[src/rtl/dm_access_ctrl_if.sv]
// ----------------------------------------------------------------------------
// dm_access_ctrl_if
// Request/acknowledge data-memory bus between the MEM-stage access controller
// (master) and the data memory or its bus fabric (slave).
//
//   req    master->slave  request, held high until ack or abort
//   we     master->slave  1 = write
//   be     master->slave  byte enables, bit i = byte lane i
//   addr   master->slave  word-aligned byte address
//   wdata  master->slave  lane-replicated store data
//   ack    slave->master  one-cycle completion strobe
//   rdata  slave->master  read word, valid together with ack
// ----------------------------------------------------------------------------
interface dm_access_ctrl_if;
   logic        req;
   logic        we;
   logic [3:0]  be;
   logic [31:0] addr;
   logic [31:0] wdata;
   logic        ack;
   logic [31:0] rdata;

   modport master (
      output req, we, be, addr, wdata,
      input  ack, rdata
   );

   modport slave (
      input  req, we, be, addr, wdata,
      output ack, rdata
   );
endinterface

[src/rtl/dm_access_ctrl.sv]
// ----------------------------------------------------------------------------
// dm_access_ctrl
// Sequences MEM-stage loads and stores onto a variable-latency req/ack data
// memory bus and holds the pipeline in stall until the access completes.
// Builds byte enables and lane-replicated store data, flags misaligned
// accesses, and hands the raw load word, byte offset and extension code to
// the W-stage load-extension unit.
//
// Parameters
//   TIMEOUT          ACCESS cycles to wait for ack before aborting (>= 2)
// Ports
//   i_clk            system clock, rising edge
//   i_rst_n          asynchronous active-low reset
//   i_load_en        MEM-stage instruction is a load
//   i_store_en       MEM-stage instruction is a store (wins over a load)
//   i_ext_option     load kind: 0 lw, 1 lbu, 2 lb, 3 lhu, 4 lh
//   i_st_size        store kind: 0 sw, 1 sb, 2 sh
//   i_addr           effective byte address
//   i_wdata          store data
//   o_stall          freeze PC/F/D/E/M pipeline registers
//   bus              data-memory bus (master side)
//   o_ld_valid       one-cycle pulse: load result ready for W stage
//   o_ld_data        raw read word (0 after a timed-out load)
//   o_ld_byte        byte offset of the completed load
//   o_ld_ext_option  extension code of the completed load
//   o_adel / o_ades  misaligned load / store, combinational
//   o_timeout_err    one-cycle pulse when the bus never acknowledged
// ----------------------------------------------------------------------------
module dm_access_ctrl #(
   parameter int TIMEOUT = 16
) (
   input  logic                 i_clk,
   input  logic                 i_rst_n,
   input  logic                 i_load_en,
   input  logic                 i_store_en,
   input  logic [2:0]           i_ext_option,
   input  logic [1:0]           i_st_size,
   input  logic [31:0]          i_addr,
   input  logic [31:0]          i_wdata,
   output logic                 o_stall,
   dm_access_ctrl_if.master     bus,
   output logic                 o_ld_valid,
   output logic [31:0]          o_ld_data,
   output logic [1:0]           o_ld_byte,
   output logic [2:0]           o_ld_ext_option,
   output logic                 o_adel,
   output logic                 o_ades,
   output logic                 o_timeout_err
);

   localparam int CW = $clog2(TIMEOUT + 1);
   // Counter value during the final ACCESS cycle (counter starts at 0).
   localparam logic [CW-1:0] CNT_LAST = CW'(TIMEOUT - 1);
   localparam logic [CW-1:0] CNT_ONE  = CW'(1);

   localparam logic [1:0] K_WORD = 2'd0;
   localparam logic [1:0] K_HALF = 2'd1;
   localparam logic [1:0] K_BYTE = 2'd2;

   typedef enum logic [1:0] {
      S_IDLE,
      S_ACCESS,
      S_DONE
   } state_t;

   state_t        r_state;
   logic [CW-1:0] r_cnt;
   logic          r_bus_req;
   logic          r_bus_we;
   logic [3:0]    r_bus_be;
   logic [31:0]   r_bus_addr;
   logic [31:0]   r_bus_wdata;
   logic [1:0]    r_pend_byte;
   logic [2:0]    r_pend_ext;
   logic          r_ld_valid;
   logic [31:0]   r_ld_data;
   logic [1:0]    r_ld_byte;
   logic [2:0]    r_ld_ext;
   logic          r_timeout_err;

   logic [1:0]    w_kind;
   logic          w_misaligned;
   logic [3:0]    w_be;
   logic [31:0]   w_wdata;
   logic          w_is_idle;
   logic          w_start;

   // Access width. The store decode is used whenever store_en is high, so a
   // simultaneous load is ignored. Unlisted codes behave as full words.
   always_comb begin
      w_kind = K_WORD;
      if (i_store_en) begin
         case (i_st_size)
            2'd1:    w_kind = K_BYTE;
            2'd2:    w_kind = K_HALF;
            default: w_kind = K_WORD;
         endcase
      end else begin
         case (i_ext_option)
            3'd1, 3'd2: w_kind = K_BYTE;
            3'd3, 3'd4: w_kind = K_HALF;
            default:    w_kind = K_WORD;
         endcase
      end
   end

   assign w_misaligned = ((w_kind == K_WORD) && (i_addr[1:0] != 2'b00)) ||
                         ((w_kind == K_HALF) && i_addr[0]);

   // Loads always fetch the whole word; the W stage picks the lanes.
   always_comb begin
      w_be    = 4'b1111;
      w_wdata = i_wdata;
      if (i_store_en) begin
         case (w_kind)
            K_BYTE: begin
               w_be    = 4'b0001 << i_addr[1:0];
               w_wdata = {4{i_wdata[7:0]}};
            end
            K_HALF: begin
               w_be    = i_addr[1] ? 4'b1100 : 4'b0011;
               w_wdata = {2{i_wdata[15:0]}};
            end
            default: begin
               w_be    = 4'b1111;
               w_wdata = i_wdata;
            end
         endcase
      end
   end

   assign w_is_idle = (r_state == S_IDLE);
   assign w_start   = w_is_idle && (i_load_en || i_store_en) && !w_misaligned;

   // Combinational outputs are forced low while reset is asserted so the
   // pipeline is released immediately, even if an enable is still high.
   assign o_adel  = i_rst_n && w_is_idle && i_load_en && !i_store_en && w_misaligned;
   assign o_ades  = i_rst_n && w_is_idle && i_store_en && w_misaligned;
   assign o_stall = i_rst_n && (w_start || (r_state == S_ACCESS));

   always_ff @(posedge i_clk or negedge i_rst_n) begin
      if (!i_rst_n) begin
         r_state       <= S_IDLE;
         r_cnt         <= '0;
         r_bus_req     <= 1'b0;
         r_bus_we      <= 1'b0;
         r_bus_be      <= 4'b0000;
         r_bus_addr    <= 32'h0;
         r_bus_wdata   <= 32'h0;
         r_pend_byte   <= 2'b00;
         r_pend_ext    <= 3'b000;
         r_ld_valid    <= 1'b0;
         r_ld_data     <= 32'h0;
         r_ld_byte     <= 2'b00;
         r_ld_ext      <= 3'b000;
         r_timeout_err <= 1'b0;
      end else begin
         r_ld_valid    <= 1'b0;
         r_timeout_err <= 1'b0;
         case (r_state)
            S_IDLE: begin
               if (w_start) begin
                  r_bus_req   <= 1'b1;
                  r_bus_we    <= i_store_en;
                  r_bus_be    <= w_be;
                  r_bus_addr  <= {i_addr[31:2], 2'b00};
                  r_bus_wdata <= w_wdata;
                  r_pend_byte <= i_addr[1:0];
                  r_pend_ext  <= i_ext_option;
                  r_cnt       <= '0;
                  r_state     <= S_ACCESS;
               end
            end
            S_ACCESS: begin
               r_cnt <= r_cnt + CNT_ONE;
               // Ack is checked first so an ack in the last cycle completes normally.
               if (bus.ack) begin
                  r_bus_req <= 1'b0;
                  if (!r_bus_we) begin
                     r_ld_valid <= 1'b1;
                     r_ld_data  <= bus.rdata;
                     r_ld_byte  <= r_pend_byte;
                     r_ld_ext   <= r_pend_ext;
                  end
                  r_state <= S_DONE;
               end else if (r_cnt == CNT_LAST) begin
                  r_bus_req     <= 1'b0;
                  r_timeout_err <= 1'b1;
                  if (!r_bus_we) begin
                     r_ld_valid <= 1'b1;
                     r_ld_data  <= 32'h0;
                     r_ld_byte  <= r_pend_byte;
                     r_ld_ext   <= r_pend_ext;
                  end
                  r_state <= S_DONE;
               end
            end
            S_DONE: begin
               // Pipeline advances on this edge; inputs are not sampled here.
               r_state <= S_IDLE;
            end
            default: begin
               r_state <= S_IDLE;
            end
         endcase
      end
   end

   assign bus.req         = r_bus_req;
   assign bus.we          = r_bus_we;
   assign bus.be          = r_bus_be;
   assign bus.addr        = r_bus_addr;
   assign bus.wdata       = r_bus_wdata;
   assign o_ld_valid      = r_ld_valid;
   assign o_ld_data       = r_ld_data;
   assign o_ld_byte       = r_ld_byte;
   assign o_ld_ext_option = r_ld_ext;
   assign o_timeout_err   = r_timeout_err;

endmodule
[src/flat_wrapper.sv]
// flat-port wrapper written by rule: the top's interface ports become plain ports
module dm_access_ctrl_flat 
#(
   parameter int TIMEOUT = 16
)
  (i_clk, i_rst_n, i_load_en, i_store_en, i_ext_option, i_st_size, i_addr, i_wdata, o_stall, o_ld_valid, o_ld_data, o_ld_byte, o_ld_ext_option, o_adel, o_ades, o_timeout_err, bus_req, bus_we, bus_be, bus_addr, bus_wdata, bus_ack, bus_rdata);
  dm_access_ctrl_if bus_i ();
  input  logic i_clk;
  input  logic i_rst_n;
  input  logic i_load_en;
  input  logic i_store_en;
  input  logic [2:0] i_ext_option;
  input  logic [1:0] i_st_size;
  input  logic [31:0] i_addr;
  input  logic [31:0] i_wdata;
  output logic o_stall;
  output logic o_ld_valid;
  output logic [31:0] o_ld_data;
  output logic [1:0] o_ld_byte;
  output logic [2:0] o_ld_ext_option;
  output logic o_adel;
  output logic o_ades;
  output logic o_timeout_err;
  output wire logic [$bits(bus_i.req)-1:0] bus_req;
  output wire logic [$bits(bus_i.we)-1:0] bus_we;
  output wire logic [$bits(bus_i.be)-1:0] bus_be;
  output wire logic [$bits(bus_i.addr)-1:0] bus_addr;
  output wire logic [$bits(bus_i.wdata)-1:0] bus_wdata;
  input wire logic [$bits(bus_i.ack)-1:0] bus_ack;
  input wire logic [$bits(bus_i.rdata)-1:0] bus_rdata;
  assign bus_req = bus_i.req;
  assign bus_we = bus_i.we;
  assign bus_be = bus_i.be;
  assign bus_addr = bus_i.addr;
  assign bus_wdata = bus_i.wdata;
  assign bus_i.ack = bus_ack;
  assign bus_i.rdata = bus_rdata;
  dm_access_ctrl #(.TIMEOUT(TIMEOUT)) u_core (.i_clk(i_clk), .i_rst_n(i_rst_n), .i_load_en(i_load_en), .i_store_en(i_store_en), .i_ext_option(i_ext_option), .i_st_size(i_st_size), .i_addr(i_addr), .i_wdata(i_wdata), .o_stall(o_stall), .bus(bus_i), .o_ld_valid(o_ld_valid), .o_ld_data(o_ld_data), .o_ld_byte(o_ld_byte), .o_ld_ext_option(o_ld_ext_option), .o_adel(o_adel), .o_ades(o_ades), .o_timeout_err(o_timeout_err));
endmodule
[config.mk]
export PLATFORM = sky130hd
export DESIGN_NAME = dm_access_ctrl_flat
export DESIGN_NICKNAME = d
export VERILOG_FILES = /design/src/rtl/dm_access_ctrl_if.sv /design/src/rtl/dm_access_ctrl.sv /design/src/flat_wrapper.sv
export SDC_FILE = /design/constraint.sdc
export NUM_CORES = 1
export LEC_CHECK = 0
export CORE_AREA = 5 5 120 122
export CTS_BUF_LIST = sky130_fd_sc_hd__clkbuf_16
export CTS_CLUSTER_DIAMETER = 100
export DETAILED_ROUTE_END_ITERATION = 10
export DIE_AREA = 0 0 125 127
export PLACE_DENSITY = 0.79
export SYNTH_ARGS = -nofsm -noshare
export SYNTH_HDL_FRONTEND = slang
export SYNTH_SLANG_ARGS = --single-unit
[constraint.sdc]
create_clock -name i_clk -period 2.7 [get_ports i_clk]
set_input_delay 0.405 -clock i_clk [delete_from_list [all_inputs] [get_ports i_clk]]
set_output_delay 0.405 -clock i_clk [all_outputs]
set_load 0.01 [all_outputs]
==> metrics.cfg, run 1 <==
[logic_synthesis]
syn_area_per_cell_um2=13.14
ys_types=41
synth_edf_count=0
yosysWarnings=0
async_flop_share_pct=100.0
synth_area_mm2=0.005664
yosysSeqAreaShare_pct=52.57
ys.flop_type=dfrtp_1
postSynthRegisterBits=119
synthCells=431

[detailed_routing]
drt_pass1_iterations=4
viasPerCell=4.761
drc=0
wire_per_inst_um=17.86
drtIter0Drc=146
drtAntennaViolNets=0
vias=4099
finalWirelength_um=15380

[global_route]
antenna_found_initial=1
overflow=0
grt_pass1_wl_um=24500
grt_usage_pct=19.61
grt_max_degree=72
grt_pass1_vias=4579

[floorplan]
die_area_mm2=0.01588
ios=218
rows=42
die_height_um=127
die_width_um=125
start_util_pct=43.29
core_area_mm2=0.01309

[cells_and_area]
nets=783
drive_gt1_share_pct=23.68
multi_input_area_mm2=0.002349
most-common-layout-cells=clkdlybuf4s50_1, dfrtp_1, mux2_4
fillerInstances=953
area_growth_syn_to_layout_pct=54.45
design_area_mm2=0.008748
final_common_cell=clkdlybuf4s50_1
seq_area_mm2=0.002978
fin_util_pct=66.86

[pwr]
p_leak_nw=3.844
p_per_area_mw_per_mm2=1065
vdd_drop_max_mv=0.5746
p_total_mw=9.314

[sta]
slew_headroom_pct=41.78
final.setup_skew_ns=0.005027
hold_viol=0
tightestPinTransition_ns=0.8733
min_period_over_period_pct=97.00
drv_slew=0
min_period_ns=2.619
fmax_ghz=0.3818
setup_viol=0

[clock_tree]
clk_path_buf_depth=2
path_clk_slew_ns=0.05
cts.sinks=119
cts_buffers=17
cts_hold_buf=0
cts-htree-levels=4
cts_tree=yes
clk-insertion-delay-late_ns=0.40
clockRootBuffer=clkbuf_16

[placed_design]
numPortBuffers=215
place_congestion=0.7707
hpwl_um=11220
place_area_mm2=0.008060

[setup_path]
crit_required_ns=2.30
path_max_fanout=5
cp_data_arrival_time_ns=2.21
worst_setup_path_end_kind=primary output
crit_type=primary input to primary output
start_kind=primary input

[flow_run]
drv_cap=0

[outcome]
outcome=completed

[hold_path]
hold_path.class=primary input to asynchronous set/reset pin

-- worst paths after layout --
path	startpoint	end	slack [ns]	depth (start not counted)
hold / removal	i_rst_n	u_core.bus.wdata[20]$_DFFE_PN0P_	0.14	2
hold reg to reg	u_core.r_pend_ext[1]$_DFFE_PN0P_	u_core.r_pend_ext[1]$_DFFE_PN0P_	0.49	1
max in group asynchronous	i_rst_n	u_core.bus.wdata[28]$_DFFE_PN0P_	1.24	3
min in group i_clk	i_ext_option[0]	u_core.r_pend_ext[0]$_DFFE_PN0P_	0.46	2
setup / recovery	i_store_en	o_stall	0.08	11
setup reg to reg	u_core.r_cnt[0]$_DFFE_PN0P_	u_core.o_ld_ext_option[0]$_DFFE_PN0P_	0.70	7
-- where the power goes --
| part | switching, mW | leakage (nW) | internal [mW] |
|---|---|---|---|
| combinational | 1.45 | 2.08 | 2.43 |
| sequential | 0.474 | 1.45 | 2.60 |
| clock | 0.759 | 0.316 | 1.61 |
| total | 2.68 | 3.84 | 6.63 |
-- repair_timing --
action,in CTS,in global routing
gates resized for setup,20,10
pin swaps,4,2
endpoints found under the setup margin,3,3
setup buffers,2,0
-- area by class of cell --
| class | instances | area share (%) |
|---|---|---|
| multi-input cells | 241 | 26.84 |
| diodes | 1 | 0.02860 |
| repair buffers | 246 | 27.53 |
| clock inverters | 15 | 2.203 |
| flip-flops and latches | 119 | 34.04 |
| inverters | 46 | 1.974 |
| clock buffers | 17 | 4.863 |
| well taps | 176 | 2.517 |
-- sequential cells by signal (all words and copies together) (netlist names), 2 cells and up --
signal,cells
u_core.r_pend_ext,3
u_core.o_ld_byte,2
u_core.r_cnt,5
u_core.r_state,2
u_core.bus.wdata,32
u_core.r_pend_byte,2
u_core.o_ld_data,32
u_core.bus.addr,30
u_core.o_ld_ext_option,3
u_core.bus.be,4
-- routing by layer --
metal  part of all wire (%)  vias to the layer above  wire [µm]  GRT usage (%)
li1                       -                     1941          -              -
met1                     40                     1981       6203          23.71
met2                     50                      146       7702          32.30
met3                    6.2                       31        954          6.260
met4                    3.4                        0        520          8.801
met5                      0                        -          0              0
-- Yosys cell counts, drive strengths merged, types with 2 or more instances --
library cell | count | area [µm²]
nor3b | 2 | 15.01
nand2b | 3 | 18.77
a22o | 8 | 70.07
nand2 | 39 | 146.4
o22ai | 3 | 18.77
inv | 46 | 172.7
a21oi | 4 | 20.02
clkbuf | 7 | 26.28
mux2i | 40 | 400.4
buf | 19 | 214.0
ha | 6 | 75.07
dfrtp | 119 | 2978
nor2 | 4 | 15.01
o21ai | 15 | 78.83
nor2b | 3 | 18.77
a41oi | 2 | 17.52
a31oi | 2 | 12.51
mux2 | 91 | 1227
o31ai | 2 | 15.01
-- worst max-delay path: stages --
cell and delay, ns:
clkdlybuf4s50_1 0.47, buf_6 0.13, nand3b_1 0.13, o31ai_4 0.09
inv_1 0.09, ha_1 0.20, o21ai_2 0.10, buf_6 0.15
nand4_2 0.11, a21boi_2 0.17, buf_2 0.16
-- kinds of logic (layout without fill, tap and decap cells) --
family                     after synthesis  after routing  share of synthesized area [%]
muxes                                  131            131                          28.74
DFF                                    119            119                          52.57
buffers and inverters                   72            324                          7.290
and+or+nand+nor                         59             59                          4.882
AOI/OAI and AO/OA                       42             42                          4.971
adders and majority gates                6              6                          1.325
other                                    1              3                        0.06621
xor gates and xnor gates                 1              1                         0.1547
-- per-stage QoR --
step                       TNS, ns  hold slack, ns  instances  worst slack, ns
after floorplan                  0          0.1094        432           0.2135
after global placement      -11.37          0.4739        826          -0.5081
after detailed placement    -14.78          0.4752        826          -0.6110
after CTS                        0          0.1616        860          0.01258
after global routing      -0.02072          0.1881        861         -0.02072
final                            0          0.1412        861          0.08098
No activity file was read; power rests on OpenSTA's default activity.
==> run 2, diff against run 1 <==
--- a/config.mk
+++ b/config.mk
@@ -11,6 +11,7 @@
 export DETAILED_ROUTE_END_ITERATION = 10
 export DIE_AREA = 0 0 125 127
 export PLACE_DENSITY = 0.79
+export SLEW_MARGIN = 20
 export SYNTH_ARGS = -nofsm -noshare
 export SYNTH_HDL_FRONTEND = slang
 export SYNTH_SLANG_ARGS = --single-unit
==> results of run 2 <==
The final DEF is identical to that of run 1; final timing and power are the same.
==> run 3, diff against run 2 <==
--- a/config.mk
+++ b/config.mk
@@ -5,12 +5,13 @@
 export SDC_FILE = /design/constraint.sdc
 export NUM_CORES = 1
 export LEC_CHECK = 0
-export CORE_AREA = 5 5 120 122
+export CORE_AREA = 2 2 117 119
 export CTS_BUF_LIST = sky130_fd_sc_hd__clkbuf_16
 export CTS_CLUSTER_DIAMETER = 100
 export DETAILED_ROUTE_END_ITERATION = 10
-export DIE_AREA = 0 0 125 127
-export PLACE_DENSITY = 0.79
+export DIE_AREA = 0 0 119 121
+export GPL_ROUTABILITY_DRIVEN = 0
+export PLACE_DENSITY = 0.84
 export SLEW_MARGIN = 20
 export SYNTH_ARGS = -nofsm -noshare
 export SYNTH_HDL_FRONTEND = slang
==> run 3 against run 2 <==
  * Routed wire length down 6.9%
  * Clock power down 8%
  * Maximum frequency grew 3.5%
  * First-iteration DRC count rose by 28%
  * Clock skew is 0.0031 ns higher
  * Largest power group unchanged
==> metrics.cfg, run 3 (same netlist as run 1, synthesis figures left out) <==
[clock_tree]
path_clk_slew_ns=0.06
clockRootBuffer=clkbuf_16
cts_buffers=17
clk_path_buf_depth=2
clk-insertion-delay-late_ns=0.41
cts_tree=yes
cts_setup_buffers=0
cts-htree-levels=4
cts.sinks=119

[sta]
setup_viol=0
setup_tns_ns=0
grt_setup_unrepaired=no
drv_slew=0
slew_headroom_pct=41.99
final.setup_skew_ns=0.008120
fmax_ghz=0.3953
hold_viol=0
worst_slack_ns=0.1702
min_period_over_period_pct=93.70
tightestPinTransition_ns=0.8702
min_period_ns=2.530

[detailed_routing]
drt_pass1_iterations=4
finalWirelength_um=14320
drtAntennaViolNets=0
drc=0
drtIter0Drc=187
vias=4104
viasPerCell=4.834
wire_per_inst_um=16.86

[floorplan]
rows=42
die_area_mm2=0.01440
die_height_um=121
start_util_pct=43.29
ios=218
core_area_mm2=0.01309
die_width_um=119

[global_route]
grt_usage_pct=20.98
antenna_found_initial=0
grt_max_degree=70
overflow=0
grt_pass1_vias=4439
grt_pass1_wl_um=23200

[placed_design]
place_ws_ns=-0.4836
hpwl_um=10610
dp_cells=817
numPortBuffers=215

[setup_path]
reg2reg_depth=7
crit_type=primary input to primary output
rr_startpoint=u_core.r_cnt[0]$_DFFE_PN0P_
start_kind=primary input
path_max_fanout=6
r2r_slack_ns=0.65
cp_data_arrival_time_ns=2.12
crit_required_ns=2.30
timing.rr.end=u_core.o_ld_ext_option[1]$_DFFE_PN0P_
worst_setup_path_end_kind=primary output

[pwr]
p_per_area_mw_per_mm2=1053
p_leak_nw=3.765
vdd_drop_max_mv=0.5921

[hold_path]
hold_path.class=primary input to asynchronous set/reset pin

[outcome]
outcome=completed

[cells_and_area]
most-common-layout-cells=clkdlybuf4s50_1, dfrtp_1, mux2_4
fin_cells=849
nets=772
drive_gt1_share_pct=22.73
final_common_cell=clkdlybuf4s50_1
antenna-diode-count=0
fillerInstances=955
area_growth_syn_to_layout_pct=52.09

[flow_run]
drv_cap=0

-- run 3: cell types whose count changed in the layout (fill, tap and decap cells not counted), moves of 2 or more --
cell	before	now
buf_4	27	19
buf_6	2	0
bufinv_16	5	2
clkinv_2	4	2
clkinv_4	0	4
clkinvlp_4	0	2
dlygate4sd2_1	3	0
dlymetal6s2s_1	0	3
inv_1	49	46
inv_6	0	3
-- run 3: layout make-up --
cell class	count	area (µm²)	share of cell area, %
Timing Repair Buffer	235	2332	27.07
Inverter	46	172.7	2.004
Clock inverter	15	153.9	1.786
Sequential cell	119	2978	34.57
Clock buffer	17	425.4	4.938
Multi-Input combinational cell	241	2332	27.07
Tap cell	176	220.2	2.556
-- run 3: per-layer routing --
layer,share of wire [%],track usage (%)
met5,0,0
met4,1.9,6.920
met3,6.5,7.801
met2,50,35.31
met1,42,24.89
-- run 3: stage by stage --
step	utilization [%]	hold slack, ns	cell area [µm²]	total power, mW
3_5_place_dp	61.08	0.4788	7993	6.916
5_1_grt	65.83	0.1809	8615	9.540
2_1_floorplan	-	0.1094	5668	4.883
6_report	65.83	0.1403	8615	9.068
3_3_place_gp	61.08	0.4710	7993	6.791
4_1_cts	65.57	0.1614	8579	9.158
-- run 3: power breakdown --
group / switching [mW] / internal [mW]
clock network: 0.830 / 1.36
registers: 0.485 / 2.60
logic: 1.40 / 2.40
-- run 3: worst max path at each step --
stage	startpoint	end	depth (start not counted)
floorplan	i_store_en	o_stall	8
global placement	i_ext_option[0]	o_adel	8
finish	i_store_en	o_stall	8
CTS	i_ext_option[0]	o_ades	8
global route	i_store_en	o_adel	7
detailed placement	i_ext_option[2]	o_adel	8
-- run 3: what timing repair did --
item | 4_1_cts | 5_1_grt
setup endpoints to repair | 3 | 3
gates resized for setup | 16 | 12
pin swaps | 0 | 1
hold buffers | 0 | 0
-- run 3: worst max-delay path: stages --
cell	delay (ns)
clkdlybuf4s50_1	0.47
o31ai_2	0.31
inv_1	0.11
ha_1	0.22
o21ai_4	0.11
nand4_2	0.14
a21boi_0	0.18
buf_2	0.17
